`config.mk`:
```
export PLATFORM = sky130hd
export DESIGN_NAME = axis_alu
export DESIGN_NICKNAME = d
export VERILOG_FILES = /design/src/rtl/axis_alu.sv
export SDC_FILE = /design/constraint.sdc
export NUM_CORES = 1
export LEC_CHECK = 0
export CORE_MARGIN = 2
export CORE_UTILIZATION = 55
export DETAILED_ROUTE_END_ITERATION = 7
export PLACE_DENSITY = 0.8
export SYNTH_ARGS = -nofsm -noshare
export SYNTH_HDL_FRONTEND = slang
export SYNTH_SLANG_ARGS = --single-unit
```
`constraint.sdc`:
```
create_clock -name aclk_i -period 9.4 [get_ports aclk_i]
set_input_delay 1.88 -clock aclk_i [delete_from_list [all_inputs] [get_ports aclk_i]]
set_output_delay 1.88 -clock aclk_i [all_outputs]
set_load 0.01 [all_outputs]
```
`src/rtl/axis_alu.sv`:
```
// Byte-stream ALU: receives opcode + two little-endian operands over AXI-Stream,
// returns the result LSB first with flags on tuser, or a single 0xFF error byte.
module axis_alu #(
  parameter int unsigned OPERAND_BYTES = 2,
  parameter int unsigned LED_WIDTH     = 16
) (
  input  logic                 aclk_i,
  input  logic                 arst_i,
  input  logic [7:0]           s_axis_tdata_i,
  input  logic                 s_axis_tvalid_i,
  input  logic                 s_axis_tlast_i,
  output logic                 s_axis_tready_o,
  output logic [7:0]           m_axis_tdata_o,
  output logic                 m_axis_tvalid_o,
  output logic                 m_axis_tlast_o,
  output logic [3:0]           m_axis_tuser_o,
  input  logic                 m_axis_tready_i,
  output logic [LED_WIDTH-1:0] led_o
);

  localparam int unsigned W     = 8 * OPERAND_BYTES;
  localparam int unsigned IDX_W = (OPERAND_BYTES > 1) ? $clog2(OPERAND_BYTES) : 1;
  localparam logic [IDX_W-1:0] LAST_IDX = IDX_W'(OPERAND_BYTES - 1);
  localparam logic [W-1:0]     W_MOD    = W'(W);

  localparam logic [7:0] OP_ADD = 8'd0;
  localparam logic [7:0] OP_SUB = 8'd1;
  localparam logic [7:0] OP_AND = 8'd2;
  localparam logic [7:0] OP_OR  = 8'd3;
  localparam logic [7:0] OP_XOR = 8'd4;
  localparam logic [7:0] OP_SHL = 8'd5;
  localparam logic [7:0] OP_SHR = 8'd6;

  localparam logic [7:0] ERR_BYTE = 8'hFF;
  localparam logic [3:0] ERR_USER = 4'b1000;

  typedef enum logic [2:0] {
    ST_OPC,
    ST_RX_A,
    ST_RX_B,
    ST_EXEC,
    ST_TX,
    ST_DRAIN,
    ST_ERR_TX
  } state_e;

  typedef logic [OPERAND_BYTES-1:0][7:0] operand_t;

  state_e                 state_q, state_d;
  logic [IDX_W-1:0]       cnt_q, cnt_d;
  logic [7:0]             opc_q, opc_d;
  operand_t               a_q, a_d;
  operand_t               b_q, b_d;
  operand_t               res_q, res_d;
  logic                   s_tready_q, s_tready_d;
  logic                   m_tvalid_q, m_tvalid_d;
  logic [7:0]             m_tdata_q, m_tdata_d;
  logic                   m_tlast_q, m_tlast_d;
  logic [3:0]             m_tuser_q, m_tuser_d;
  logic [LED_WIDTH-1:0]   led_q, led_d;

  logic                   s_hs_c;
  logic                   m_hs_c;
  logic [IDX_W-1:0]       cnt_inc_c;
  logic [W-1:0]           a_w_c;
  logic [W-1:0]           b_w_c;
  logic [W-1:0]           sh_c;
  logic [W:0]             wide_c;
  logic [W-1:0]           alu_res_c;
  logic                   alu_carry_c;
  logic                   op_ok_c;
  logic [3:0]             flags_c;

  assign s_hs_c    = s_tready_q & s_axis_tvalid_i;
  assign m_hs_c    = m_tvalid_q & m_axis_tready_i;
  assign cnt_inc_c = cnt_q + 1'b1;
  assign a_w_c     = a_q;
  assign b_w_c     = b_q;
  assign sh_c      = b_w_c % W_MOD;

  // Combinational ALU on the captured operands; only consumed in EXEC.
  always_comb begin
    wide_c      = '0;
    alu_res_c   = '0;
    alu_carry_c = 1'b0;
    op_ok_c     = 1'b1;
    case (opc_q)
      OP_ADD: begin
        wide_c      = {1'b0, a_w_c} + {1'b0, b_w_c};
        alu_res_c   = wide_c[W-1:0];
        alu_carry_c = wide_c[W];
      end
      OP_SUB: begin
        wide_c      = {1'b0, a_w_c} - {1'b0, b_w_c};
        alu_res_c   = wide_c[W-1:0];
        alu_carry_c = wide_c[W];
      end
      OP_AND:  alu_res_c = a_w_c & b_w_c;
      OP_OR:   alu_res_c = a_w_c | b_w_c;
      OP_XOR:  alu_res_c = a_w_c ^ b_w_c;
      OP_SHL:  alu_res_c = a_w_c << sh_c;
      OP_SHR:  alu_res_c = a_w_c >> sh_c;
      default: op_ok_c   = 1'b0;
    endcase
    flags_c = {1'b0, alu_res_c[W-1], (alu_res_c == '0), alu_carry_c};
  end

  // Next-state, datapath capture and registered-output staging.
  always_comb begin
    state_d    = state_q;
    cnt_d      = cnt_q;
    opc_d      = opc_q;
    a_d        = a_q;
    b_d        = b_q;
    res_d      = res_q;
    m_tdata_d  = m_tdata_q;
    m_tlast_d  = m_tlast_q;
    m_tuser_d  = m_tuser_q;
    led_d      = led_q;

    case (state_q)
      ST_OPC: begin
        if (s_hs_c) begin
          opc_d   = s_axis_tdata_i;
          cnt_d   = '0;
          state_d = s_axis_tlast_i ? ST_ERR_TX : ST_RX_A;
        end
      end
      ST_RX_A: begin
        if (s_hs_c) begin
          a_d[cnt_q] = s_axis_tdata_i;
          if (s_axis_tlast_i) begin
            state_d = ST_ERR_TX;
          end else if (cnt_q == LAST_IDX) begin
            cnt_d   = '0;
            state_d = ST_RX_B;
          end else begin
            cnt_d = cnt_inc_c;
          end
        end
      end
      ST_RX_B: begin
        if (s_hs_c) begin
          b_d[cnt_q] = s_axis_tdata_i;
          if (cnt_q == LAST_IDX) begin
            cnt_d   = '0;
            state_d = s_axis_tlast_i ? ST_EXEC : ST_DRAIN;
          end else if (s_axis_tlast_i) begin
            state_d = ST_ERR_TX;
          end else begin
            cnt_d = cnt_inc_c;
          end
        end
      end
      ST_DRAIN: begin
        if (s_hs_c && s_axis_tlast_i) begin
          state_d = ST_ERR_TX;
        end
      end
      ST_EXEC: begin
        if (op_ok_c) begin
          res_d     = alu_res_c;
          led_d     = LED_WIDTH'(alu_res_c);
          m_tdata_d = alu_res_c[7:0];
          m_tlast_d = (LAST_IDX == '0);
          m_tuser_d = flags_c;
          cnt_d     = '0;
          state_d   = ST_TX;
        end else begin
          state_d = ST_ERR_TX;
        end
      end
      ST_TX: begin
        if (m_hs_c) begin
          if (cnt_q == LAST_IDX) begin
            cnt_d   = '0;
            state_d = ST_OPC;
          end else begin
            cnt_d     = cnt_inc_c;
            m_tdata_d = res_q[cnt_inc_c];
            m_tlast_d = (cnt_inc_c == LAST_IDX);
          end
        end
      end
      ST_ERR_TX: begin
        if (m_hs_c) begin
          state_d = ST_OPC;
        end
      end
      default: state_d = ST_OPC;
    endcase

    // Any path into the error state presents the single error byte.
    if ((state_d == ST_ERR_TX) && (state_q != ST_ERR_TX)) begin
      cnt_d     = '0;
      m_tdata_d = ERR_BYTE;
      m_tlast_d = 1'b1;
      m_tuser_d = ERR_USER;
    end

    s_tready_d = (state_d == ST_OPC) || (state_d == ST_RX_A) ||
                 (state_d == ST_RX_B) || (state_d == ST_DRAIN);
    m_tvalid_d = (state_d == ST_TX) || (state_d == ST_ERR_TX);
  end

  always_ff @(posedge aclk_i or posedge arst_i) begin
    if (arst_i) begin
      state_q    <= ST_OPC;
      cnt_q      <= '0;
      opc_q      <= '0;
      a_q        <= '0;
      b_q        <= '0;
      res_q      <= '0;
      s_tready_q <= 1'b0;
      m_tvalid_q <= 1'b0;
      m_tdata_q  <= '0;
      m_tlast_q  <= 1'b0;
      m_tuser_q  <= '0;
      led_q      <= '0;
    end else begin
      state_q    <= state_d;
      cnt_q      <= cnt_d;
      opc_q      <= opc_d;
      a_q        <= a_d;
      b_q        <= b_d;
      res_q      <= res_d;
      s_tready_q <= s_tready_d;
      m_tvalid_q <= m_tvalid_d;
      m_tdata_q  <= m_tdata_d;
      m_tlast_q  <= m_tlast_d;
      m_tuser_q  <= m_tuser_d;
      led_q      <= led_d;
    end
  end

  assign s_axis_tready_o = s_tready_q;
  assign m_axis_tvalid_o = m_tvalid_q;
  assign m_axis_tdata_o  = m_tdata_q;
  assign m_axis_tlast_o  = m_tlast_q;
  assign m_axis_tuser_o  = m_tuser_q;
  assign led_o           = led_q;

endmodule

```
# ---- Yosys cells after proc, flatten, opt, wreduce, memory -nomap -nowiden
# Index checks and enable logic that the tools add are counted.
dict set report totals {
  register_bits 91
  rom_bits 0
  word_cells 123
  ramBits 0
  latch_bits 0
  in_bits 13
  mem_count 0
}
dict set report classes {
  n_eq_ne 25
  n_lt_le_gt_ge 3
  add_sub_neg 3
  mul 0
  n_mux 47
  n_shift 2
  div_mod_pow 0
  bitwise_logic 5
  n_reduce_logical 23
}
# op count
set ops {}
lappend ops {{16-bit one-hot mux with 7 select lines} 1}
lappend ops {{8-bit 2-to-1 mux} 7}
lappend ops {{3-bit 2-to-1 mux} 13}
lappend ops {{16-bit bitwise mux} 2}
lappend ops {{8-bit by 3-bit == test with 1-bit output (second input constant)} 3}
lappend ops {{3-bit != test (second input constant)} 8}
lappend ops {{3-bit one-hot mux with 7 select lines} 1}
lappend ops {{3-bit == test (second input constant)} 6}
lappend ops {{16-bit by 16-bit adder with 17-bit output} 1}
lappend ops {{16-bit by 16-bit subtractor with 17-bit output} 1}
lappend ops {{16-bit bitwise AND} 1}
lappend ops {{8-bit by 2-bit == test with 1-bit output (second input constant)} 2}
lappend ops {{16-bit zero test} 1}
lappend ops {{16-bit OR} 1}
lappend ops {{8-bit one-hot mux with 2 select lines} 1}
lappend ops {{16-bit by 4-bit << shifter with 16-bit output} 1}
lappend ops {{16-bit by 4-bit right shift with 16-bit output} 1}
lappend ops {{16-bit bitwise XOR} 1}
lappend ops {{1-bit 2-to-1 mux} 14}
lappend ops {{4-bit 2-to-1 mux} 3}
lappend ops {{2-bit AND reduction} 5}
lappend ops {{3-bit by 2-bit == test with 1-bit output (second input constant)} 3}
lappend ops {{8-bit demux with 1-bit select} 1}
lappend ops {{8-bit by 1-bit == test with 1-bit output (second input constant)} 1}
lappend ops {{other kinds (18)} 29}

# ---- Logic depth before layout (Yosys ltp)
dict set report depth {
  word_depth 9
  depth_mapped 14
}

# ---- Worst setup path after synthesis
# Ideal clock, no wire load.
dict set report synth_timing {
  path_kind {in2reg}
  from {input s_axis_tvalid_i}
  to {register m_tdata_q[0], in the netlist m_axis_tdata_o[0]}
  path_buffers 1
  setup_time_ns 0.082
  t_arrival_ns 3.503
  cell_stages 10
  setup_slack_ns 5.815
  cell_sequence {and3b_1 nand2_1 o211ai_1 o211ai_2 a211oi_1 a21oi_1 o21ai_1 buf_2 nor2_1 a31oi_1}
}
dict set report synth_via {
  elab_chain_len 8
  word_cells_on_any_way 15
  cone_classes {4 x eq/ne; 6 x mux; 1 x bitwise; 4 x reduce/logical}
}
# element line_no
set synth_rtl {}
lappend synth_rtl {{start: declaration} 10} ;# input logic s_axis_tvalid_i,
lappend synth_rtl {{1-bit bitwise AND (*)} 74} ;# assign s_hs_c = s_tready_q & s_axis_tvalid_i;
lappend synth_rtl {{1-bit logical AND} 156} ;# if (s_hs_c && s_axis_tlast_i) begin
lappend synth_rtl {{3-bit 2-to-1 mux} 156}
lappend synth_rtl {{3-bit one-hot mux with 7 select lines (*)} 121} ;# case (state_q)
lappend synth_rtl {{via state_d[2]} 49} ;# state_e state_q, state_d;
lappend synth_rtl {{3-bit == test (*)} 194} ;# if ((state_d == ST_ERR_TX) && (state_q != ST_ERR_TX)) begin
lappend synth_rtl {{1-bit logical AND (*)} 194}
lappend synth_rtl {{3-bit != test (no source line) or 3-bit nonzero test (tied branches)} n/a}
lappend synth_rtl {{4-bit AND reduction (no source line)} n/a}
lappend synth_rtl {{end signal: assignment} 229} ;# m_tdata_q <= m_tdata_d;
lappend synth_rtl {{end: declaration} 57} ;# logic [7:0] m_tdata_q, m_tdata_d;
# The timed path passes the listed nets; every way through them passes the cells marked *.
# A chain may end at the register's enable or synchronous reset.

# ---- Final worst setup path
dict set report layout_timing {
  from {input s_axis_tvalid_i}
  to {register m_tdata_q[3], in the netlist m_axis_tdata_o[3]}
}
# Same word-level chain as after synthesis.

==> metrics <==
WL/cell 22.5 um; Fmax achieved 232 MHz; num ports 44; Period Utilization, post-route 0.458; Mapped Nets 940; Mapped Avg Cell Area 8.67 um^2; number of port buffers 43; outcome finished, final reports clean; Worst-Margin Slew 1.07 ns; Syn Inst Count 875; final setup fails 0; setup bufs post-CTS 0; synthesized area 7590 um^2; CTS Buf Count 9; via/cell ratio 7.02; CTS Sinks 75; Final Cell Area 8300 um^2; 1st-iter DRT viols 1130; Slew Viols, Final 0; sum of negative setup slack 0 ns; Post-synth ARST share 1.00; max-cap violation count 0; post-CTS resize count 0; H-tree depth 3; Ys Warns 0; routability cong. 1.06; Die H 121 um; Worst Hold Class flip-flop to flip-flop; CTS tree built; clk_lat worst skew 0.35 ns; Critical Path AT 4.57 ns; Final Worst Setup Slack 5.10 ns; # diodes 0; mux cell area share after synthesis 0.180; Hold Vio Cnt, Final 0; Leak Pwr 3.47 nW; initial core utilization 0.569; WP data required 9.67 ns; worst slack, placed 4.76 ns; DRC viols 0; adder-cell area share of the yosys netlist 0.0877; Final #Nets 938; sw frac 0.518; largest family of logic cells by synthesized area compound AO/OA/AOI/OAI gates; critical path class input pin to flip-flop; grt total ovfl 0; Core ar. 13300 um^2; Int Pwr 1.45 mW; Logic pwr share 0.663; DR vias 7404; gr usage total 0.332; power density cells 362 nW/um^2; Synth Area in Compound Gates 0.225; # rows 42; post-synthesis sequential area ratio 0.247; Clock Power Share 0.111; Yosys reg bits 75; vias in the first global route 6900; first-pass GRT wire length 37900 um; post-layout min period 4.30 ns; Hold Startpoint m_axis_tlast_o; Area after DPL 8010 um^2; largest net degree at the start of global routing 76; antenna violations before repair 0; DP HPWL 17300 um; antenna viol nets, final 0; Layout area overhead 9.38%; clk_skew 0.0116 ns; RSZ-0062 raised after global routing false; Clock transition at path regs 0.07 ns; worst r2r src b_q[1]; Slew HR 0.277; Simple-Gate Fraction of Synth Area 0.185; post-synthesis cell type count 84; predominant post-synthesis flop cell dfrtp_1; sw power 1.55 mW; CP endpoint kind flip-flop; post-synthesis xor/xnor area fraction 0.00692; fraction of layout cells with a size suffix above 1 0.125; hold bufs inserted after CTS 0; Clock Path Buffers 2; maximum VDD drop 0.253 mV; sequential power share 0.226; CP Launch Point s_axis_tvalid_i; Worst setup SP type input pin; drt total wl 23700 um; Die ar. 14800 um^2; Critical Path Fanout Max 16; CTS root buffer clkbuf_16; number of synthesized flops with an enable pin 0; Die X-Extent 121 um; DR pass1 iterations 6
worst paths after layout:
kind                                     end  slack [ns]  depth (start not counted)
min in group asynchronous         state_q[2]        2.13                          3
max                        m_axis_tdata_o[3]        5.10                         10
max in group asynchronous             b_q[1]        6.61                          3
max reg2reg                m_axis_tuser_o[1]        5.12                         12
min reg2reg                   m_axis_tlast_o        0.50                          1
min                           m_axis_tlast_o        0.50                          1
flip-flops by register name, indices dropped and copies added (netlist names):
register / cells
a_q: 16
m_axis_tvalid_o: 1
s_axis_tready_o: 1
m_axis_tlast_o: 1
led_o: 1
state_q: 3
opc_q: 8
m_axis_tuser_o: 4
cnt_q: 1
b_q: 16
res_q: 15
m_axis_tdata_o: 8
layer usage:
metal  up-vias  track usage  share of wire
met5         -            0              0
li1       3279            -              -
met4         0        0.176          0.056
met3       106       0.0747           0.12
met2       494        0.484           0.43
met1      3525        0.459           0.39
power by group through the flow:
stage               Sequential [mW]  Combinational, mW  Clock [mW]
floorplan                     0.552               1.52           0
global placement              0.664               1.89           0
CTS                           0.665               1.93       0.335
finish                        0.679               1.99       0.333
detailed placement            0.672               1.91           0
global route                  0.697               2.15       0.351
critical path, stage by stage:
cell             delay (ns)
clkdlybuf4s50_1        0.55
and3b_1                0.23
nand2_1                0.09
o211ai_1               0.38
o211ai_2               0.26
a211oi_1               0.25
a21oi_1                0.06
o21ai_1                0.57
nor2_1                 0.11
a31oi_1                0.18
cell usage after synthesis, types with 8 or more instances:
| master | count | area [um^2] |
|---|---|---|
| dfrtp_1 | 75 | 1880 |
| nor2_1 | 68 | 255 |
| nand2_1 | 64 | 240 |
| o21ai_0 | 54 | 270 |
| inv_1 | 51 | 191 |
| ha_1 | 50 | 626 |
| mux2_2 | 43 | 484 |
| a21oi_1 | 40 | 200 |
| clkbuf_1 | 36 | 135 |
| mux2i_1 | 28 | 280 |
| mux4_2 | 23 | 518 |
| nand3_1 | 22 | 110 |
| nor3_1 | 18 | 90.1 |
| buf_2 | 17 | 85.1 |
| o211ai_1 | 16 | 120 |
| a31oi_1 | 14 | 87.6 |
| nand2b_1 | 13 | 81.3 |
| nor2b_1 | 12 | 75.1 |
| a211oi_1 | 11 | 82.6 |
| a21o_1 | 11 | 82.6 |
| and3_1 | 11 | 68.8 |
| nand4_1 | 10 | 62.6 |
| or3_1 | 10 | 62.6 |
| o22ai_1 | 8 | 50.1 |
metrics by stage:
step,cells,hold WS [ns],total power [mW],util
after floorplan,875,0.506,2.08,-
after global placement,1038,0.461,2.55,0.600
after detailed placement,1038,0.500,2.59,0.600
after CTS,1054,0.513,2.93,0.622
after global routing,1054,0.519,3.20,0.622
final,1054,0.503,3.00,0.622
final cells by class:
class	count	area [um^2]
Clock buffer	11	253
Clock inverter	5	37.5
Fill cell	1156	5050
Inverter	56	210
Multi-Input combinational cell	679	5200
Sequential cell	75	1880
Tap cell	176	220
Timing Repair Buffer	52	498
placed cells by master, fill, tap and decap left out, types with 8 or more instances in the layout:
cell / Yosys / routed
dfrtp_1: 75 / 74
nor2_1: 68 / 67
nand2_1: 64 / 64
o21ai_0: 54 / 54
inv_1: 51 / 50
ha_1: 50 / 50
mux2_2: 43 / 43
clkdlybuf4s50_1: 0 / 43
a21oi_1: 40 / 40
mux2i_1: 28 / 28
mux4_2: 23 / 23
nand3_1: 22 / 22
nor3_1: 18 / 18
o211ai_1: 16 / 16
a31oi_1: 14 / 14
nand2b_1: 13 / 13
nor2b_1: 12 / 12
a211oi_1: 11 / 11
and3_1: 11 / 11
a21o_1: 11 / 11
nand4_1: 10 / 10
or3_1: 10 / 10
clkbuf_16: 0 / 9
buf_4: 3 / 9
o22ai_1: 8 / 8
logic make-up (layout without fill, tap and decap cells):
family	count (synthesis)	in the layout
simple gates	275	275
buf+inv	121	124
flops	75	75
xor+xnor	6	6
compound gates	247	247
mux	99	99
fa+ha+maj	52	52
(Power assumes the default switching activity.)
